<file path="config.mk">
export PLATFORM = sky130hd
export DESIGN_NAME = bus_cmd_initiator_flat
export DESIGN_NICKNAME = d
export VERILOG_FILES = /design/src/rtl/bus_cmd_pkg.sv /design/src/rtl/bus_cmd_initiator_if.sv /design/src/rtl/bus_timeout_ctr.sv /design/src/rtl/bus_cmd_initiator.sv /design/src/flat_wrapper.sv
export SDC_FILE = /design/constraint.sdc
export NUM_CORES = 1
export LEC_CHECK = 0
export CORE_MARGIN = 5
export CORE_UTILIZATION = 65
export CTS_CLUSTER_DIAMETER = 100
export DETAILED_ROUTE_END_ITERATION = 16
export DONT_BUFFER_PORTS = 1
export MAX_ROUTING_LAYER = met4
export PLACE_DENSITY = 0.81
export SLEW_MARGIN = 20
export SYNTH_ARGS = -nofsm -noshare
export SYNTH_HDL_FRONTEND = slang
export SYNTH_SLANG_ARGS = --single-unit
export TNS_END_PERCENT = 1
</file>
<file path="constraint.sdc">
create_clock -name clk -period 3 [get_ports clk]
set_clock_uncertainty 0.15 [all_clocks]
set_input_delay 0.9 -clock clk [delete_from_list [all_inputs] [get_ports clk]]
set_output_delay 0.9 -clock clk [all_outputs]
set_load 0.005 [all_outputs]
</file>
<file path="src/rtl/bus_cmd_pkg.sv">
// Shared types and constants for the byte-stream bus command initiator.
// Covers state encoding, default command bytes and response fill values.
package bus_cmd_pkg;

  typedef enum logic [2:0] {
    IDLE,
    ADDR,
    DATA,
    BUS,
    RESP,
    ACK
  } state_t;

  localparam logic [7:0]  DEF_CMD_WRITE = 8'h57;
  localparam logic [7:0]  DEF_CMD_READ  = 8'h52;
  localparam logic [7:0]  ACK_BYTE      = 8'h06;
  localparam logic [7:0]  NAK_BYTE      = 8'h15;
  localparam logic [31:0] TIMEOUT_FILL  = 32'hFFFF_FFFF;

endpackage

</file>
<file path="src/rtl/bus_cmd_initiator_if.sv">
// Byte-stream in/out handshakes plus the native valid/ready memory bus.
// master = the initiator, slave = host streams and bus responder.
interface bus_cmd_initiator_if;

  logic        in_valid;
  logic [7:0]  in_data;
  logic        in_ready;

  logic        out_valid;
  logic [7:0]  out_data;
  logic        out_ready;

  logic        valid;
  logic        ready;
  logic [31:0] addr;
  logic [31:0] wdata;
  logic [3:0]  wstrb;
  logic [31:0] rdata;

  modport master (
    input  in_valid,
    input  in_data,
    output in_ready,
    output out_valid,
    output out_data,
    input  out_ready,
    output valid,
    input  ready,
    output addr,
    output wdata,
    output wstrb,
    input  rdata
  );

  modport slave (
    output in_valid,
    output in_data,
    input  in_ready,
    input  out_valid,
    input  out_data,
    output out_ready,
    input  valid,
    output ready,
    input  addr,
    input  wdata,
    input  wstrb,
    output rdata
  );

endinterface

</file>
<file path="src/rtl/bus_timeout_ctr.sv">
// Cycle counter bounding how long a bus request may wait for ready.
// expired is high once the count sits at TIMEOUT_CYCLES-1.
module bus_timeout_ctr #(
  parameter int TIMEOUT_CYCLES = 1024
) (
  input  logic clk,
  input  logic rstn,
  input  logic clear,
  input  logic enable,
  output logic expired
);

  localparam int W = $clog2(TIMEOUT_CYCLES);
  localparam logic [W-1:0] LAST = W'(TIMEOUT_CYCLES - 1);

  logic [W-1:0] cnt;

  assign expired = (cnt == LAST);

  always_ff @(posedge clk or negedge rstn) begin
    if (!rstn) begin
      cnt <= '0;
    end else if (clear) begin
      cnt <= '0;
    end else if (enable && !expired) begin
      cnt <= cnt + 1'b1;
    end
  end

endmodule

</file>
<file path="src/rtl/bus_cmd_initiator.sv">
// Turns host command bytes into single bus transactions, streams reads back.
// Optional BUS_CMD_WRITE_ACK_EN adds a one-byte ACK/NAK after each write.
module bus_cmd_initiator
  import bus_cmd_pkg::*;
#(
  parameter int         TIMEOUT_CYCLES = 1024,
  parameter logic [7:0] CMD_WRITE      = DEF_CMD_WRITE,
  parameter logic [7:0] CMD_READ       = DEF_CMD_READ
) (
  input  logic                  clk,
  input  logic                  rstn,
  bus_cmd_initiator_if.master   bus,
  output logic                  busy
);

  state_t      state;
  state_t      state_nx;
  logic [1:0]  byte_cnt;
  logic        is_write;
  logic [31:0] addr_q;
  logic [31:0] wdata_q;
  logic [31:0] resp;
  logic        expired;
  logic        in_fire;
  logic        out_fire;
  logic        last_byte;
  logic        is_cmd;
`ifdef BUS_CMD_WRITE_ACK_EN
  logic        ack_nak;
`endif

  assign in_fire   = bus.in_valid && bus.in_ready;
  assign out_fire  = bus.out_valid && bus.out_ready;
  assign last_byte = (byte_cnt == 2'd3);
  assign is_cmd    = (bus.in_data == CMD_WRITE)
                  || (bus.in_data == CMD_READ);

  assign bus.in_ready = (state == IDLE)
                     || (state == ADDR)
                     || (state == DATA);
  assign bus.valid    = (state == BUS);
  assign bus.addr     = addr_q;
  assign bus.wdata    = wdata_q;
  assign bus.wstrb    = (state == BUS && is_write) ? 4'hF : 4'h0;
  assign busy         = (state != IDLE);

`ifdef BUS_CMD_WRITE_ACK_EN
  assign bus.out_valid = (state == RESP) || (state == ACK);
`else
  assign bus.out_valid = (state == RESP);
`endif

  always_comb begin
    bus.out_data = 8'h00;
    if (state == RESP) begin
      bus.out_data = resp[{byte_cnt, 3'b000} +: 8];
    end
`ifdef BUS_CMD_WRITE_ACK_EN
    if (state == ACK) begin
      bus.out_data = ack_nak ? NAK_BYTE : ACK_BYTE;
    end
`endif
  end

  bus_timeout_ctr #(
    .TIMEOUT_CYCLES (TIMEOUT_CYCLES)
  ) u_tmo (
    .clk     (clk),
    .rstn    (rstn),
    .clear   (state != BUS),
    .enable  (state == BUS && !bus.ready),
    .expired (expired)
  );

  always_ff @(posedge clk or negedge rstn) begin
    if (!rstn) begin
      state <= IDLE;
    end else begin
      state <= state_nx;
    end
  end

  always_comb begin
    state_nx = state;
    unique case (state)
      IDLE: begin
        if (in_fire && is_cmd) state_nx = ADDR;
      end
      ADDR: begin
        if (in_fire && last_byte) begin
          state_nx = is_write ? DATA : BUS;
        end
      end
      DATA: begin
        if (in_fire && last_byte) state_nx = BUS;
      end
      BUS: begin
        // ready takes priority over an expiry on the same edge
        if (bus.ready || expired) begin
`ifdef BUS_CMD_WRITE_ACK_EN
          state_nx = is_write ? ACK : RESP;
`else
          state_nx = is_write ? IDLE : RESP;
`endif
        end
      end
      RESP: begin
        if (out_fire && last_byte) state_nx = IDLE;
      end
      ACK: begin
`ifdef BUS_CMD_WRITE_ACK_EN
        if (out_fire) state_nx = IDLE;
`else
        state_nx = IDLE;
`endif
      end
      default: state_nx = IDLE;
    endcase
  end

  always_ff @(posedge clk or negedge rstn) begin
    if (!rstn) begin
      addr_q   <= '0;
      wdata_q  <= '0;
      resp     <= '0;
      byte_cnt <= '0;
      is_write <= 1'b0;
`ifdef BUS_CMD_WRITE_ACK_EN
      ack_nak  <= 1'b0;
`endif
    end else begin
      unique case (state)
        IDLE: begin
          if (in_fire) begin
            byte_cnt <= '0;
            is_write <= (bus.in_data == CMD_WRITE);
          end
        end
        ADDR: begin
          if (in_fire) begin
            addr_q[{byte_cnt, 3'b000} +: 8] <= bus.in_data;
            byte_cnt <= byte_cnt + 2'd1;
          end
        end
        DATA: begin
          if (in_fire) begin
            wdata_q[{byte_cnt, 3'b000} +: 8] <= bus.in_data;
            byte_cnt <= byte_cnt + 2'd1;
          end
        end
        BUS: begin
          if (bus.ready) begin
            if (!is_write) resp <= bus.rdata;
`ifdef BUS_CMD_WRITE_ACK_EN
            ack_nak <= 1'b0;
`endif
          end else if (expired) begin
            if (!is_write) resp <= TIMEOUT_FILL;
`ifdef BUS_CMD_WRITE_ACK_EN
            ack_nak <= 1'b1;
`endif
          end
        end
        RESP: begin
          if (out_fire) byte_cnt <= byte_cnt + 2'd1;
        end
        default: ;
      endcase
    end
  end

endmodule

</file>
<file path="src/flat_wrapper.sv">
// flat-port wrapper written by rule: the top's interface ports become plain ports
module bus_cmd_initiator_flat import bus_cmd_pkg::*;
#(
  parameter int         TIMEOUT_CYCLES = 1024,
  parameter logic [7:0] CMD_WRITE      = DEF_CMD_WRITE,
  parameter logic [7:0] CMD_READ       = DEF_CMD_READ
)
  (clk, rstn, busy, bus_in_valid, bus_in_data, bus_in_ready, bus_out_valid, bus_out_data, bus_out_ready, bus_valid, bus_ready, bus_addr, bus_wdata, bus_wstrb, bus_rdata);
  bus_cmd_initiator_if bus_i ();
  input  logic clk;
  input  logic rstn;
  output logic busy;
  input wire logic [$bits(bus_i.in_valid)-1:0] bus_in_valid;
  input wire logic [$bits(bus_i.in_data)-1:0] bus_in_data;
  output wire logic [$bits(bus_i.in_ready)-1:0] bus_in_ready;
  output wire logic [$bits(bus_i.out_valid)-1:0] bus_out_valid;
  output wire logic [$bits(bus_i.out_data)-1:0] bus_out_data;
  input wire logic [$bits(bus_i.out_ready)-1:0] bus_out_ready;
  output wire logic [$bits(bus_i.valid)-1:0] bus_valid;
  input wire logic [$bits(bus_i.ready)-1:0] bus_ready;
  output wire logic [$bits(bus_i.addr)-1:0] bus_addr;
  output wire logic [$bits(bus_i.wdata)-1:0] bus_wdata;
  output wire logic [$bits(bus_i.wstrb)-1:0] bus_wstrb;
  input wire logic [$bits(bus_i.rdata)-1:0] bus_rdata;
  assign bus_i.in_valid = bus_in_valid;
  assign bus_i.in_data = bus_in_data;
  assign bus_in_ready = bus_i.in_ready;
  assign bus_out_valid = bus_i.out_valid;
  assign bus_out_data = bus_i.out_data;
  assign bus_i.out_ready = bus_out_ready;
  assign bus_valid = bus_i.valid;
  assign bus_i.ready = bus_ready;
  assign bus_addr = bus_i.addr;
  assign bus_wdata = bus_i.wdata;
  assign bus_wstrb = bus_i.wstrb;
  assign bus_i.rdata = bus_rdata;
  bus_cmd_initiator #(.TIMEOUT_CYCLES(TIMEOUT_CYCLES), .CMD_WRITE(CMD_WRITE), .CMD_READ(CMD_READ)) u_core (.clk(clk), .rstn(rstn), .bus(bus_i), .busy(busy));
endmodule
</file>
### After elaboration in Yosys (flattened, before gate mapping)

Index checks and enable logic that the tools add are counted.

| storage, ports and cells | value |
|---|---|
| flip-flop bits (word level) | 112 |
| bits of input ports | 45 |
| output and inout port bits | 80 |
| logic and storage cells | 79 |

| operators by class | value |
|---|---|
| add/sub/neg operators | 3 |
| equal/unequal tests | 17 |
| shifts and indexed selects | 3 |
| mux-type cells | 22 |
| bitwise logic cells | 1 |
| reduce and logical (&&, ||, !) cells | 26 |

Operator list:

| kind | count |
|---|---|
| 2-to-1 mux 32 bit | 4 |
| bitwise mux 32 bit | 2 |
| variable shift 8 x 7 -> 32 bit (first input constant) | 1 |
| indexed part select 32 x 6 -> 8 bit | 1 |
| indexed part select 8 x 7 -> 32 bit | 1 |
| 2-to-1 mux 10 bit | 2 |
| 2-to-1 mux 3 bit | 6 |
| == test 8 x 7 -> 1 bit (second input constant) | 2 |
| one-hot mux 3 bit (5 select lines) | 1 |
| adder 10 x 1 -> 10 bit (second input constant) | 1 |
| == test 10 bit (second input constant) | 1 |
| != test 2 bit (second input constant) | 5 |
| logical AND 1 bit | 8 |
| 2-to-1 mux 8 bit | 1 |
| negator 5 -> 7 bit | 1 |
| == test 3 x 2 -> 1 bit (second input constant) | 2 |
| 2-to-1 mux 2 bit | 3 |
| != test 2 x 1 -> 1 bit (second input constant) | 3 |
| one-hot mux 2 bit (3 select lines) | 1 |
| AND reduction 2 bit | 3 |
| nonzero test 3 bit | 2 |
| AND reduction 5 bit | 1 |
| logical OR 1 bit | 4 |
| 2-to-1 mux 4 bit | 1 |
| 13 further kinds | 15 |

### Logic depth before layout (Yosys ltp)

| depth | value |
|---|---|
| word-level depth | 7 |
| gate-level depth with buffers | 8 |
| depth with buffers taken out | 6 |

### Cells and area by module

A second synthesis with hierarchy kept.

| unflattened totals | value |
|---|---|
| cells, all modules | 383 |
| area, all modules | 5061.1 um^2 |

Modules (own cells, without submodules):

| module | instances | cells an instance | area each (um^2) | sequential area each (um^2) |
|---|---|---|---|---|
| bus_cmd_initiator | 1 | 327 | 4495.6 | 2552.4 |
| bus_timeout_ctr | 1 | 56 | 565.5 | 250.2 |

### Worst setup path after synthesis

No wires, ideal clock.

| timing path | value |
|---|---|
| path type | register -> output |
| start | register u_core.state[0] |
| end | output port bus_out_data[0] |
| arrival | 1.293 ns |
| required time | 1.950 ns |
| path slack | 0.657 ns |
| cell stages (with the launch flop) | 5 |
| path buffers | 1 |
| path through | dfrtp_1 buf_2 or3b_2 inv_1 and2_1 |

| between the ends | value |
|---|---|
| cells in the longest elaborated chain, start to end | 2 |

Ends and longest elaborated chain:

| element | line | text |
|---|---|---|
| start: declaration | bus_cmd_initiator.sv:16 | `state_t state;` |
| start signal: assignment | bus_cmd_initiator.sv:79 | `state <= state_nx;` |
| == test 3 bit | -- |  |
| via bus_out_valid | flat_wrapper.sv:16 | `output wire logic [$bits(bus_i.out_valid)-1:0] bus_out_valid;` |
| 2-to-1 mux 8 bit | bus_cmd_initiator.sv:55 | `if (state == RESP) begin` |
| end: declaration | flat_wrapper.sv:17 | `output wire logic [$bits(bus_i.out_data)-1:0] bus_out_data;` |

The timed path passes the listed nets, and every way through them passes these cells.

### Worst setup path in the final report

| timing path | value |
|---|---|
| start | register u_core.state[1] |
| end | output port bus_wstrb[0] |

| between the ends | value |
|---|---|
| cells in the longest elaborated chain, start to end | 3 |

Ends and longest elaborated chain:

| element | line | text |
|---|---|---|
| == test 3 x 2 -> 1 bit | bus_cmd_initiator.sv:44 | `assign bus.wstrb = (state == BUS && is_write) ? 4'hF : 4'h0;` |
| logical AND 1 bit | bus_cmd_initiator.sv:44 |  |
| 2-to-1 mux 4 bit | bus_cmd_initiator.sv:44 |  |
| end: declaration | flat_wrapper.sv:23 | `output wire logic [$bits(bus_i.wstrb)-1:0] bus_wstrb;` |

Every way passes these cells.

==> qor.yml <==
global_routing:
  grt_first_pass_wirelength_mm: 16.9
  grt_start_max_net_pins: 113
  gr-total-overflow: 0
  number_of_antenna_violations_at_the_first_check_in_global_routing: 0
  grt.total_usage_pct: 23.3
  grt_pass1_vias: 3229
yosys:
  warnings_synthesis: 0
  synth_sequential_area_ratio_pct: 56.9
  dominantRegCellSynth: "sky130_fd_sc_hd__dfrtp_1"
  syn-mean-instance-area_um2: 13.4
  synth.distinct_cells: 46
  synth.net_count: 418
  ys_seq_elements: 112
  synthCells: 368
  postSynth.asyncResetShare_pct: 100
  mappedNetlistArea_um2: 4920
  synth_edf_count: 0
route:
  via_total_after_detailed_routing: 2961
  drc: 0
  post_drt_via_cell_ratio: 6.30
  drt_first_pass_iters: 4
  routed_wl_mm: 10.1
  detail_route.iter0.violations: 147
  drt-wirelength-per-cell_um: 21.6
  drt.antenna.violating_nets: 0
layout:
  final_cells: 470
  multi_input_area_um2: 1970
  fillerInstances: 506
  drive_gt1_share_pct: 24.8
  final_net_count: 416
  areaGrowthSynthToFinish_pct: 5.19
  antenna_cells: 0
  layout.area.seq_um2: 2800
clock_tree:
  clk_pin_slew_ns: 0.11
  cts_inserted_buffers: 9
  h_tree_lvl_count: 3
  cts.hold.buffers_added: 0
  gates_resized_cts_repair: 0
  cts-root-to-sink-buffers: 2
  cts_sinks: 112
  clock_tree_from_tritoncts: "built"
  cts-root-buf: "sky130_fd_sc_hd__clkbuf_8"
  latest_clock_arrival_within_the_worst_skew_pair_ns: 0.36
  post_cts_buffers: 0
timing:
  highest_clock_rate_mhz: 353
  final-hold-violation-count: 0
  grt_setup_unrepaired: "no"
  finalWorstPathRequiredPeriod_ns: 2.83
  finalSetupViolations: 0
  finalMaxSlewViolations: 0
  totalNegativeSetupSlack_ns: 0
  relSlewSlack_pct: 39.1
  finalCritPeriodShare_pct: 94.5
  worst_pin_slew_ns: 0.912
setup_path:
  setup.worst_path.start_class: "flop"
  endpoint_kind: "output port"
  critical_path.max_fanout: 11
  critPathKind: "reg -> out"
  worst_ep_arrival_time_ns: 1.78
  cp_data_required_time_ns: 1.95
floorplanning:
  num_rows: 31
  die_width_um: 97.0
  die_h_um: 97.0
  io_pins: 125
  core-area_um2: 7330
  design.die.area_um2: 9410
  start_util_pct: 67.1
power:
  power_leakage_nw: 2.31
  worst_ir_drop_vdd_v: 0.000427
  p_per_area_nw_per_um2: 795
place:
  gp_congestion: 0.832
  place_inst: 453
  detailed_place_hpwl_mm: 7.27
  portBuffers: 0
run_status:
  status: "complete, no violations"
hold_path:
  holdCritPathClass: "in -> async"
job:
  maxCapViolCount: 0
==> power by group <==
| group | switching [mW] | total (mW) | internal (mW) |
|---|---|---|---|
| sequential | 0.331 | 2.22 | 1.89 |
| clock | 0.522 | 0.928 | 0.405 |
| combinational | 0.410 | 0.968 | 0.558 |
==> cells in the final DEF, fill, tap and decap left out, types with 5 or more instances in the layout <==
cell	Yosys	routed
sky130_fd_sc_hd__and2_1	32	32
sky130_fd_sc_hd__nor3_1	5	5
sky130_fd_sc_hd__nor2_1	9	9
sky130_fd_sc_hd__inv_1	6	5
sky130_fd_sc_hd__nand2_1	12	12
sky130_fd_sc_hd__a21oi_1	7	7
sky130_fd_sc_hd__o21ai_0	8	8
sky130_fd_sc_hd__mux4_2	8	8
sky130_fd_sc_hd__o22a_1	32	32
sky130_fd_sc_hd__clkbuf_8	0	9
sky130_fd_sc_hd__mux2_2	48	48
sky130_fd_sc_hd__a22o_1	16	16
sky130_fd_sc_hd__dfrtp_1	112	111
sky130_fd_sc_hd__nand3_1	6	6
sky130_fd_sc_hd__ha_1	5	5
==> cell usage after synthesis, types with 7 or more instances <==
| cell | instances | share of area (%) |
|---|---|---|
| sky130_fd_sc_hd__buf_2 | 7 | 0.71 |
| sky130_fd_sc_hd__dfrtp_1 | 112 | 57 |
| sky130_fd_sc_hd__mux4_2 | 8 | 3.7 |
| sky130_fd_sc_hd__nand2_1 | 12 | 0.92 |
| sky130_fd_sc_hd__nor2_1 | 9 | 0.69 |
| sky130_fd_sc_hd__a22o_1 | 16 | 2.8 |
| sky130_fd_sc_hd__a21oi_1 | 7 | 0.71 |
| sky130_fd_sc_hd__o21ai_0 | 8 | 0.81 |
| sky130_fd_sc_hd__o22a_1 | 32 | 5.7 |
| sky130_fd_sc_hd__and2_1 | 32 | 4.1 |
| sky130_fd_sc_hd__mux2_2 | 48 | 11 |
==> flip-flops by register name, indices dropped and copies added (netlist names) <==
| signal | count |
|---|---|
| u_core.bus.addr | 32 |
| u_core.bus.wdata | 32 |
| u_core.resp | 32 |
| u_core.u_tmo.cnt | 10 |
| u_core.state | 3 |
| u_core.byte_cnt | 2 |
| u_core.is_write | 1 |
==> final cells by class <==
cell class,count,area share (%)
flip-flops and latches,112,54.2
well taps,99,2.39
multi-input cells,232,38.0
inverters,7,0.628
clock buffers,9,2.39
clock inverters,7,1.67
repair buffers,4,0.725
==> worst max-delay path: stages (launching register included) <==
cell	delay, ns
sky130_fd_sc_hd__dfrtp_1	0.55
sky130_fd_sc_hd__nand2_2	0.09
sky130_fd_sc_hd__or2_1	0.38
sky130_fd_sc_hd__nor2_1	0.40
==> kinds of logic (layout without fill, tap and decap cells) <==
group / Yosys count / in the layout / share of synthesized area (%)
AOI/OAI and AO/OA: 72 / 72 / 11.6
xor gates and xnor gates: 5 / 5 / 0.890
adders and majority gates: 5 / 5 / 1.27
buffers and inverters: 24 / 27 / 3.05
DFF: 112 / 112 / 56.9
muxes: 57 / 57 / 14.8
and+or+nand+nor: 93 / 93 / 11.4
==> worst paths after layout <==
path / from / endpoint / slack, ns / depth (start not counted)
setup / recovery: u_core.state[1] / bus_wstrb[0] / 0.17 / 3
hold / removal: rstn / u_core.bus.wdata[1] / 0.06 / 0
setup reg to reg: u_core.byte_cnt[1] / u_core.bus.wdata[17] / 0.44 / 5
hold reg to reg: u_core.resp[27] / u_core.resp[27] / 0.34 / 1
max in group asynchronous: rstn / u_core.u_tmo.cnt[5] / 2.51 / 0
min in group clk: u_core.resp[27] / u_core.resp[27] / 0.34 / 1
==> per-layer routing <==
layer	global-route usage (%)	vias up	routed length [µm]
met5	-	-	0
met4	8.64	0	195
met3	8.49	16	938
met2	37.4	103	5110
met1	27.0	1500	3890
li1	-	1342	-
==> stage by stage <==
stage	hold slack (ns)	util (%)	power [mW]	area, µm²	setup slack [ns]
floorplan	0.305	-	2.98	4920	0.657
finish	0.0614	70.6	4.12	5180	0.165
detailed placement	0.325	67.5	3.23	4950	0.377
global route	0.0311	70.6	4.38	5180	0.0264
CTS	0.0426	70.4	4.16	5160	0.0710
global placement	0.316	67.5	3.16	4950	0.495
(Power assumes the default switching activity.)
